--- src/rtl/keccak_arbiter.sv ---
// Round-robin owner arbitration for one shared Keccak core, with a reset-held
// drain gap between owners and an optional watchdog on grant length.
module keccak_arbiter #(
    parameter int unsigned NREQ      = 4,
    parameter int unsigned IDW       = 2,
    parameter int unsigned DRAIN_CYC = 2,
    parameter int unsigned TIMEOUT   = 0
) (
    input  logic                 clk,
    input  logic                 rst_n,
    input  logic [NREQ-1:0]      req,
    input  logic [NREQ-1:0]      rel,
    output logic [NREQ-1:0]      grant,
    input  logic [NREQ-1:0]      rq_rst_k,
    input  logic [64*NREQ-1:0]   rq_din,
    input  logic [NREQ-1:0]      rq_src_ready,
    input  logic [NREQ-1:0]      rq_dst_ready,
    output logic [NREQ-1:0]      rq_src_read,
    output logic [NREQ-1:0]      rq_dst_write,
    output logic [63:0]          rq_dout,
    output logic                 rst_k,
    output logic [63:0]          din,
    output logic                 src_ready,
    output logic                 dst_ready,
    input  logic                 src_read,
    input  logic                 dst_write,
    input  logic [63:0]          dout,
    output logic [IDW-1:0]       owner,
    output logic                 busy,
    output logic                 timeout_err
);

    localparam int unsigned HOLD_W = (TIMEOUT < 2) ? 1 : $clog2(TIMEOUT);
    localparam int unsigned DRN_W  = (DRAIN_CYC < 2) ? 1 : $clog2(DRAIN_CYC);

    typedef enum logic [1:0] {
        IDLE  = 2'd0,
        BUSY  = 2'd1,
        DRAIN = 2'd2
    } state_e;

    state_e            state_q, state_d;
    logic [NREQ-1:0]   grant_q, grant_d;
    logic [IDW-1:0]    owner_q, owner_d;
    logic [IDW-1:0]    rr_q, rr_d;
    logic [HOLD_W-1:0] hold_q, hold_d;
    logic [DRN_W-1:0]  drain_q, drain_d;
    logic              terr_q, terr_d;

    logic              win_found;
    logic [IDW-1:0]    win_idx;
    int unsigned       cand;
    logic              rel_hit;
    logic              timeout_hit;
    logic [IDW-1:0]    owner_succ;

    // First requesting lane searching upward from the round-robin pointer
    always_comb begin
        win_found = 1'b0;
        win_idx   = '0;
        cand      = 0;
        for (int unsigned i = 0; i < NREQ; i++) begin
            cand = (32'(rr_q) + i) % NREQ;
            if (!win_found && req[cand]) begin
                win_found = 1'b1;
                win_idx   = IDW'(cand);
            end
        end
    end

    assign rel_hit     = |(rel & grant_q);
    assign timeout_hit = (TIMEOUT != 0) && (hold_q == HOLD_W'(TIMEOUT - 1));
    assign owner_succ  = (32'(owner_q) == NREQ - 1) ? '0 : owner_q + IDW'(1);

    // State register and registered outputs
    always_ff @(posedge clk or negedge rst_n) begin
        if (!rst_n) begin
            state_q <= IDLE;
            grant_q <= '0;
            owner_q <= '0;
            rr_q    <= '0;
            hold_q  <= '0;
            drain_q <= '0;
            terr_q  <= 1'b0;
        end else begin
            state_q <= state_d;
            grant_q <= grant_d;
            owner_q <= owner_d;
            rr_q    <= rr_d;
            hold_q  <= hold_d;
            drain_q <= drain_d;
            terr_q  <= terr_d;
        end
    end

    // Next-state: arbitrate in IDLE, watch release/watchdog in BUSY, count down DRAIN
    always_comb begin
        state_d = state_q;
        grant_d = grant_q;
        owner_d = owner_q;
        rr_d    = rr_q;
        hold_d  = hold_q;
        drain_d = drain_q;
        terr_d  = 1'b0;
        case (state_q)
            IDLE: begin
                if (win_found) begin
                    owner_d = win_idx;
                    grant_d = NREQ'(1) << win_idx;
                    hold_d  = '0;
                    state_d = BUSY;
                end
            end
            BUSY: begin
                hold_d = (&hold_q) ? hold_q : hold_q + HOLD_W'(1);
                if (rel_hit || timeout_hit) begin
                    grant_d = '0;
                    rr_d    = owner_succ;
                    drain_d = DRN_W'(DRAIN_CYC - 1);
                    terr_d  = !rel_hit;
                    state_d = DRAIN;
                end
            end
            DRAIN: begin
                if (drain_q == '0) begin
                    state_d = IDLE;
                end else begin
                    drain_d = drain_q - DRN_W'(1);
                end
            end
            default: begin
                state_d = IDLE;
                grant_d = '0;
            end
        endcase
    end

    // Core-side mux from the owner while BUSY; core held in reset otherwise
    always_comb begin
        rst_k     = 1'b1;
        din       = '0;
        src_ready = 1'b0;
        dst_ready = 1'b0;
        if (state_q == BUSY) begin
            rst_k     = rq_rst_k[owner_q];
            din       = rq_din[{owner_q, 6'd0} +: 64];
            src_ready = rq_src_ready[owner_q];
            dst_ready = rq_dst_ready[owner_q];
        end
    end

    assign rq_src_read  = {NREQ{src_read}} & grant_q;
    assign rq_dst_write = {NREQ{dst_write}} & grant_q;
    assign rq_dout      = dout;

    assign grant       = grant_q;
    assign owner       = owner_q;
    assign busy        = (state_q == BUSY);
    assign timeout_err = terr_q;

endmodule

--- config.mk ---
export PLATFORM = sky130hd
export DESIGN_NAME = keccak_arbiter
export DESIGN_NICKNAME = d
export VERILOG_FILES = /design/src/rtl/keccak_arbiter.sv
export SDC_FILE = /design/constraint.sdc
export NUM_CORES = 1
export LEC_CHECK = 0
export BUFFER_PORTS_ARGS = -buffer_cell sky130_fd_sc_hd__buf_2
export CORE_AREA = 2 2 189 191
export DETAILED_ROUTE_END_ITERATION = 7
export DIE_AREA = 0 0 191 193
export PLACE_DENSITY = 0.39
export SLEW_MARGIN = 10
export SYNTH_ARGS = -nofsm -noshare
export SYNTH_HDL_FRONTEND = slang
export SYNTH_SLANG_ARGS = --single-unit
--- constraint.sdc ---
create_clock -name clk -period 2.3 [get_ports clk]
set_input_delay 0.345 -clock clk [delete_from_list [all_inputs] [get_ports clk]]
set_output_delay 0.345 -clock clk [all_outputs]
set_load 0.03 [all_outputs]
# Yosys cells after proc, flatten, opt, wreduce, memory -nomap -nowiden
# Cells that the tools add are included.
# op_classes
add_sub_neg	5
magnitude_cmp	5
n_eq_ne	6
shift	2
n_mux	39
bitwise	4
n_reduce_logical	15
# op_table
op	count
256-bit by 9-bit variable part select with 64-bit output	1
64-bit 2-to-1 mux	1
1-bit 2-to-1 mux	18
2-bit 2-to-1 mux	8
2-bit by 3-bit less-than comparator with 1-bit output, second input constant	5
1-bit binary-select mux with 2-bit select	7
4-bit bitwise AND	3
4-bit one-hot mux with 3 select lines	1
4-bit 2-to-1 mux	2
2-bit one-hot mux with 3 select lines	1
2-bit AND reduction	3
3-bit AND reduction	2
2-bit by 1-bit adder with 2-bit output, second input constant	2
2-bit adder, second input constant	2
2-bit == test, second input constant	2
1-bit logical NOT	4
2-bit inequality test, second input constant	2
4-bit OR reduction	1
1-bit by 2-bit << shifter with 4-bit output, first input constant	1
1-bit logical AND	3
2-bit by 1-bit == test with 1-bit output, second input constant	1
2-bit logical NOT	1
2-bit by 1-bit inequality test with 1-bit output, second input constant	1
1-bit one-hot mux with 2 select lines	1
3 further kinds	3
# word_totals
register_bits	12
inputBits	344
wordCells	82

# Longest topological paths before layout
# Gate-level depths: netlist (run 1).
# logic_depth
ltp_word	15
ltp_mapped	5
ltp_nobuf	4

# Worst setup path before layout (run 1)
# Ideal clock, no wire load.
# synth_path
path_type	register -> output
from	reg owner_q[0], in the netlist owner[0]
to	out din[10]
arrival_time_ns	1.755
required_ns	1.955
slack_ns	0.200
stages_incl_launch_ff	5
path_cell_list	dfrtp_1 -> buf_6 -> buf_2 -> mux4_2 -> and2_1
# synth_via
elab_chain_cells	2
# synth_lines
item	line_no	text
start, declared	44	logic [IDW-1:0] owner_q, owner_d;
start signal, assigned	88	owner_q <= owner_d;
256-bit by 9-bit variable part select with 64-bit output	146	din = rq_din[{owner_q, 6'd0} +: 64];
64-bit 2-to-1 mux	144	if (state_q == BUSY) begin
end, declared	22	output logic [63:0] din,
# Every way passes these cells.

# Final worst setup path (run 1)
# layout_path
from	reg owner_q[0], in the netlist owner[0]
to	out din[34]
# The elaborated chain is that of the path after synthesis.

==> metrics, run 1 <==
outcome finished clean; Vias/cell roughly 3.4; H-tree Lvls 1; port bufs ~360; Slew @ Worst Pin slightly above 800 ps; Peak Freq approximately 0.45 GHz; unrepaired setup endpoints after global routing true; fin nets a little over 900; Final Critical Period around 2200 ps; final wirelength 15700 µm; Cell Area, Placed roughly 0.0050 mm²; hold crit path type reg2reg; Startpoint Class flop; skew final just under 0.6 ps; DRT Pass-1 Iters 6; Final Setup Violations 0; DRC Markers 0; worst hold path depth 1; Clock Path Buffers 2; GRT overflow 0; number of flops mapped to enable cells by yosys 0; I/O pin count 491; Post-Synth XOR/XNOR Area 0; CTS Buf Count 3; die height approximately 190 µm; Fin. Hold Viols 0; Distinct cells, synth 33; Slew headroom 0.455; Slew Viols, Final 0; syn nets ~620; Required @ worst endpoint 1960 ps; fin area slightly above 0.005 mm²; post-synthesis compound-gate area fraction 0.0543; Simple-Gate Fraction of Synth Area 0.162; ys async rst share 1.00; Synth Register Bits 11; Core Region 0.0350 mm²; maximum VDD drop ~0.47 mV; Placer Congestion 0.772; Non-Filler Instances ~1000; synthesis-to-layout area growth 63.4%; mean post-synth cell area between 10 and 15 µm²; R2R cell count 2; post-synthesis mux area share 0.489; post-route clock period utilization 0.974; vias in the first global route between 3000 and 4000; post-synthesis adder-cell area fraction 0.00396; Final ANT Viol Nets 0; worst skew pair latency approximately 240 ps; Initial Utilization 0.0903; ys flop type dfrtp_1; Max-cap violations 0; Worst Path Arrival approximately 1900 ps; die width ~190 µm; drt wl/cell approximately 15 µm; post-synthesis instance total approximately 280; GRT Total Usage 0.0749; Mapped Area 0.00316 mm²; Post-Place Cells between 1000 and 1500; initial antenna violation count 4; CTS tree built; die area 0.0369 mm²; clock transition at the registers of the reported paths ~40 ps; Root Buffer clkbuf_16; kind of critical path reg2out; Worst setup EP type output port; PD cells roughly 1200 mW/mm²; yosys warns 0; clock sink count 11; main combinational cell family by area after synthesis multiplexers; via count ~3500; post-detail-place hpwl 13800 µm; initial DRC count 77; Leak between 2 and 2.5 nW; largest net degree at the start of global routing 40; sequential area share after synthesis 0.0872; first-pass GRT wire length roughly 21000 µm; Crit Path Max Fanout 32; share of layout cells above drive strength 1 0.790; row count 69
-- logic make-up (layout without fill, tap and decap cells) --
logic type      after synthesis  count (layout)
flops                        11              11
mux                          70              70
compound gates               21              21
buf+inv                      92             376
other cells                   1               4
fa+ha+maj                     1               1
simple gates                 83              83
-- cell usage in the layout (no fill, tap or decap), types with 3 or more instances in the layout --
master	instances
inv_1	3
mux4_2	67
diode_2	3
and2_1	74
dfrtp_1	9
mux2_2	3
a32o_1	4
buf_12	5
buf_2	359
clkbuf_16	3
nand2b_1	3
-- routing by layer --
| layer | vias to the layer above | routed length (µm) | GRT usage |
|---|---|---|---|
| li1 | 1571 | - | - |
| met1 | 1673 | 5640 | 0.0825 |
| met2 | 238 | 7940 | 0.135 |
| met3 | 31 | 1810 | 0.0268 |
| met4 | 2 | 351 | 0.0215 |
| met5 | - | 13 | 0 |
-- synth_stat cells (all sizes together), types with 2 or more instances --
cell / instances / area, µm²
a32o: 4 / 40.0
mux4: 67 / 1510
mux2: 3 / 33.8
a21oi: 2 / 10.0
o22ai: 2 / 12.5
clkbuf: 11 / 41.3
nor2: 2 / 7.51
dfrtp: 11 / 275
nand2b: 3 / 18.8
inv: 4 / 15.0
and2: 74 / 463
buf: 77 / 584
a21o: 2 / 15.0
-- path summary, 6_finish.rpt --
| kind | start | to | slack, ps |
|---|---|---|---|
| hold / removal | drain_q | drain_q | 480 |
| min in group asynchronous | rst_n | grant[0] | 510 |
| setup / recovery | owner[0] | din[34] | 60 |
| setup reg to reg | state_q[0] | owner[0] | 680 |
| hold reg to reg | drain_q | drain_q | 480 |
| max in group asynchronous | rst_n | owner[1] | 1550 |
-- worst max-delay path, cell delays in order, from the launching register on --
cell and delay [ps]:
dfrtp_4 440, buf_12 240, mux4_2 530, and2_1 200, buf_2 180
-- state kept, by name (all words and copies together) (netlist names) --
register  flops
grant         4
drain_q       1
owner         2
rr_q          2
state_q       2
-- repair_timing --
| item | CTS | global route |
|---|---|---|
| endpoints found under the hold margin | 11 | 0 |
| setup endpoints to repair | 0 | 26 |
| hold buffers | 1 | 0 |
| resized for setup | 0 | 7 |
| setup buffers | 0 | 0 |
-- where the power goes --
part           switching (W)  internal, W  leakage [nW]
combinational        0.00313      0.00238          2.28
sequential          0.000135     0.000293         0.135
clock              0.0000842     0.000233        0.0382
-- through the flow --
| stage | setup slack (ps) | hold WS [ps] | TNS [ps] | utilization | total power [W] |
|---|---|---|---|---|---|
| floorplan | 200 | 49.4 | 0 | - | 0.00462 |
| global placement | 280 | 237 | 0 | 0.144 | 0.00601 |
| detailed placement | 278 | 235 | 0 | 0.144 | 0.00601 |
| CTS | 21.5 | 484 | 0 | 0.147 | 0.00636 |
| global route | -29.1 | 505 | -299 | 0.147 | 0.00673 |
| finish | 59.4 | 480 | 0 | 0.148 | 0.00626 |
-- cell type report --
type | instances | area, µm²
clock buffers | 4 | 78.8
well taps | 461 | 577
fillers | 3982 | 29800
inverters | 4 | 15.0
repair buffers | 368 | 1960
flip-flops and latches | 11 | 283
multi-input cells | 176 | 2240
diodes | 3 | 7.51
Note: power is estimated with default switching activity, not from simulation.
==> inputs of run 2 (changes only) <==
Settings changed: CORE_AREA 2 2 189 191 to 2 2 193 195, DIE_AREA 0 0 191 193 to 0 0 195 197.
Clock period 2.3 ns to 1.98 ns, I/O delays scaled along.
==> metrics, run 2 (synthesis gave the netlist of run 1 again) <==
outcome finished, violations left; failing checks negative setup slack; share of layout cells above drive strength 1 0.841; Required @ worst endpoint between 1500 and 2000 ps; worst setup margin -202 ps; die height 197 µm; worst hold path depth 3; maximum VDD drop around 0.58 mV; most frequent cells in the layout buf_2, mux4_2, and2_1; row count 70; Root Buffer clkbuf_16; DRT Pass-1 Iters 4; largest net degree at the start of global routing 44; Max-cap violations 0; die width ~200 µm; via count 3602; max FFs per register 4; Design Power 0.00851 W; Final ANT Viol Nets 0; Slew @ Worst Pin 767 ps; GRT Total Usage 0.0751; Leak 2.65 nW; Fin. Hold Viols 0; synthesis-to-layout area growth 77.9%; Clock Path Buffers 2; Crit Path Max Fanout 11; initial DRC count 90; post-route clock period utilization 1.10; unrepaired setup endpoints after global routing true; port bufs 361; Peak Freq between 0.4 and 0.5 GHz; kind of critical path reg2out; Initial Utilization 0.0871; clock transition at the registers of the reported paths about 40 ps; Critical R2R Launch owner[0]; Slew Viols, Final 0; GRT overflow 0; fin nets about 930; fin area about 0.0056 mm²; vias in the first global route roughly 3600; H-tree Lvls 1; final wirelength roughly 17000 µm; worst skew pair latency between 200 and 250 ps; CTS Buf Count 3; drt wl/cell around 16 µm; Worst Path Arrival 1890 ps; Slew headroom 0.485; flop2flop setup slack between 200 and 300 ps; post-detail-place hpwl 14100 µm; R2R cell count 6; Endpoint, Worst Hold state_q[1]; DRC Markers 0; Vias/cell between 3 and 4; final core occ 0.155; I/O pin count 491; hold crit path type in2reg; Final Critical Period between 2000 and 2500 ps; Startpoint Class flop; initial antenna violation count 4; Hold Startpoint rel[3]; PD cells roughly 1500 mW/mm²; r2r endpoint rr_q[1]; first-pass GRT wire length approximately 22000 µm; skew final about 3.2 ps; Final Setup Violations 67; clock sink count 11; Cell Area, Placed around 0.0051 mm²; FILL cells just over 4000; die area 0.0384 mm²; Hold WS ~440 ps; CTS tree built; Placer Congestion 0.774; commonest non-fill, non-tap cell in the layout buf_2; Worst setup EP type output port; Core Region roughly 0.036 mm²
[run 2: changes by cell type in the layout (fill, tap and decap cells not counted), sizes merged]
cell    before  now
buf        367  382
clkbuf       4    5
diode        3    1
[run 2: cell type report]
cell class | count | area, µm² | share of cell area
Tap cell | 468 | 586 | 0.104
Clock buffer | 4 | 78.8 | 0.0140
Inverter | 4 | 15.0 | 0.00267
Multi-Input combinational cell | 176 | 2310 | 0.412
Antenna cell | 1 | 2.50 | 0.000446
Timing Repair Buffer | 384 | 2340 | 0.417
Sequential cell | 11 | 283 | 0.0503
[run 2: how the worst max path moves through the flow]
| stage | to | slack [ps] | cells after the start | from |
|---|---|---|---|---|
| 3_3_place_gp | din[37] | 50 | 5 | owner[0] |
| 2_1_floorplan | din[44] | 5 | 5 | owner[1] |
| 4_1_cts | din[63] | -200 | 4 | owner[0] |
| 6_report | din[16] | -200 | 5 | owner[0] |
| 5_1_grt | din[16] | -240 | 5 | owner[0] |
| 3_5_place_dp | din[37] | 50 | 5 | owner[0] |
[run 2: stage by stage]
| step | worst slack [ps] | setup TNS [ps] | instances |
|---|---|---|---|
| finish | -202 | -8380 | 1048 |
| global route | -236 | -11730 | 1048 |
| CTS | -198 | -9560 | 1040 |
| detailed placement | 45.2 | 0 | 1033 |
| global placement | 49.4 | 0 | 1033 |
| floorplan | 4.98 | 0 | 279 |
[run 2: layer usage]
metal,GRT usage,vias to the layer above,part of all wire
li1,-,1596,-
met1,0.0839,1735,0.37
met2,0.135,229,0.51
met3,0.0282,36,0.10
met4,0.0175,6,0.020
met5,0,-,0.0024
[run 2: power by group]
part           internal [W]  total (W)  switching, W
logic               0.00374    0.00767       0.00392
registers          0.000340   0.000479      0.000138
clock network      0.000270   0.000366     0.0000958
total               0.00435    0.00851       0.00416
[run 2: worst max-delay path, stage by stage (launching register included)]
cell and delay, ps:
dfrtp_4 470, buf_12 170, buf_4 150, mux4_2 500, and2_1 180, buf_2 170
[run 2: repair_timing]
item | CTS | global route
endpoints found under the setup margin | 65 | 67
resized for setup | 58 | 53
pin swaps | 0 | 10
hold buffers | 1 | 0
gates cloned | 0 | 2
endpoints found under the hold margin | 11 | 0
buffers inserted | 2 | 5
==> inputs of run 3 (changes only) <==
Settings changed: ABC_AREA set to 1, CORE_AREA 2 2 193 195 to 2 2 188 190, DIE_AREA 0 0 195 197 to 0 0 190 192, PLACE_DENSITY 0.39 to 0.42.
==> metrics, run 3 <==
outcome finished, violations left; failing checks negative setup slack; most frequent cells in the layout buf_2, nor2_1, o21ai_1; Synth top area share 0.285; largest cells by area after synthesis nor2_1, o21ai_0, buf_4; ys async rst share 1.00; Synth Register Bits 11; Critical Path, Cell by Cell clkbuf_16 -> clkbuf_16 -> buf_12 -> nor2_2 -> nor2_1 -> o21ai_1 -> a21oi_2 -> buf_6; max FFs per register 4; Distinct cells, synth 27; synthesis-to-layout area growth 104%; most frequent cell after synthesis nor2_1; Crit Path Max Fanout 7; CTS tree built; WP buf/inv 4; Fin. Hold Viols 0; share of layout cells above drive strength 1 0.577; skew final approximately 2 ps; ys flop type dfrtp_1; yosys warns 0; Design Power 0.0131 W; kind of critical path reg2out; CP peak stage delay 500 ps; worst setup margin -36.8 ps; Startpoint Class flop; post-detail-place hpwl 18500 µm; post-synthesis instance total around 730; clock transition at the registers of the reported paths ~50 ps; die width around 190 µm; Non-Filler Instances between 1000 and 1500; Crit path top cell by count clkbuf_16; DRT Pass-1 Iters 4; Max-cap violations 0; Final Setup Violations 29; number of flops mapped to enable cells by yosys 0; Slew Viols, Final 0; Vias/cell approximately 4.0; CTS Buf Count 3; Leak between 3 and 4 nW; initial DRC count about 240; mean post-synth cell area around 5.0 µm²; Peak Freq 0.496 GHz; Root Buffer clkbuf_16; Post-Place Cells approximately 1400; fin nets around 1400; Largest delay share family, worst path buffers and inverters; port bufs 361; GRT overflow 0; Required @ worst endpoint approximately 1700 ps; post-route clock period utilization 1.02; Initial Utilization 0.106; DRC Markers 0; worst skew pair latency roughly 240 ps; slowest library cell on the worst path dfrtp_4; sequential area share after synthesis 0.0760; Worst setup EP type output port; initial antenna violation count 3; unrepaired setup endpoints after global routing true; final core occ 0.215; hold crit path type in2reg; die area approximately 0.036 mm²; PD cells between 1500 and 2000 mW/mm²; Placer Congestion 0.874; Core Region 0.0343 mm²; I/O pin count 491; Mapped Area around 0.0036 mm²; largest net degree at the start of global routing 50; die height roughly 190 µm; commonest non-fill, non-tap cell in the layout buf_2; Clock Path Buffers 2; syn nets 1074; via count 5868; Worst Path Arrival around 1700 ps; Final ANT Viol Nets 0; row count 68; maximum VDD drop 0.777 mV; drt wl/cell approximately 18 µm; Final Critical Period 2020 ps; clock sink count 11; GRT Total Usage 0.123; H-tree Lvls 1; final wirelength between 20000 and 30000 µm; vias in the first global route around 5400; synth cell count leaders nor2_1, o21ai_0, a21oi_1; area leader, netlist nor2_1; first-pass GRT wire length 33900 µm
[run 3: changes by cell type in the layout (fill, tap and decap cells not counted), sizes merged, moves of 4 or more]
cell	change
a21oi	+66
a32o	-4
and2	-74
buf	+10
clkbuf	+11
inv	+18
mux4	-67
nand2	+72
nand3	+9
nor2	+275
o21ai	+138
[run 3: final timing paths]
kind / startpoint / end / slack (ps) / cells past startpoint
max in group asynchronous: rst_n / owner[0] / 1210 / 2
worst min register to register: drain_q / state_q[1] / 490 / 2
worst max register to register: rr_q[0] / owner[0] / 220 / 8
min in group asynchronous: rst_n / rr_q[1] / 500 / 2
worst min-delay path: rel[2] / state_q[0] / 460 / 4
worst max-delay path: owner[0] / din[56] / -40 / 8
[run 3: routing by layer]
layer	wire [µm]	vias up	part of all wire	track usage
li1	-	2888	-	-
met1	9690	2637	0.37	0.142
met2	13100	301	0.50	0.215
met3	2330	40	0.090	0.0369
met4	831	2	0.032	0.0420
met5	15	-	0.00058	0
[run 3: power by group]
| part | internal, W | switching [W] | total, W |
|---|---|---|---|
| Combinational | 0.00500 | 0.00730 | 0.0123 |
| Clock | 0.000272 | 0.000115 | 0.000387 |
| Sequential | 0.000326 | 0.000111 | 0.000437 |
[run 3: kinds of logic after synthesis]
| group | share of synthesized area |
|---|---|
| and+or+nand+nor | 0.407 |
| AOI/OAI and AO/OA | 0.296 |
| buffers and inverters | 0.217 |
| DFF | 0.0760 |
| adders and majority gates | 0.00345 |
| other | 0.00103 |
[run 3: stage by stage]
step,hold slack [ps],setup TNS [ps],worst slack [ps],instance area [µm²]
CTS,488,-1640,-63.2,6590
finish,460,-513,-36.8,7380
detailed placement,211,0,136,5840
floorplan,1.41,0,18.1,3860
global placement,213,0,132,5840
global route,515,-3240,-99.8,7380
[run 3: worst reg2reg max path: stages, from the launching register on]
cell and delay, ps:
dfrtp_1 400, buf_4 180, nand2_1 60, nand2_1 110
o21ai_2 330, nand3_1 120, nand2_1 70, nand2_1 90
o21ai_1 280
[run 3: cell type report]
| cell class | instances | area [µm²] |
|---|---|---|
| Fill cell | 3939 | 26900 |
| Sequential cell | 11 | 280 |
| Inverter | 23 | 113 |
| Clock buffer | 4 | 78.8 |
| Tap cell | 455 | 569 |
| Multi-Input combinational cell | 578 | 3250 |
| Timing Repair Buffer | 405 | 3090 |
| Antenna cell | 2 | 5.00 |
[run 3: what timing repair did]
item                                    in CTS  in global routing
gates resized for setup                    172                229
hold endpoints to repair                    11                  0
cloned                                       7                 12
buffers inserted                             4                  2
pin swaps                                    1                 64
endpoints found under the setup margin      42                 67
hold buffers                                 1                  0
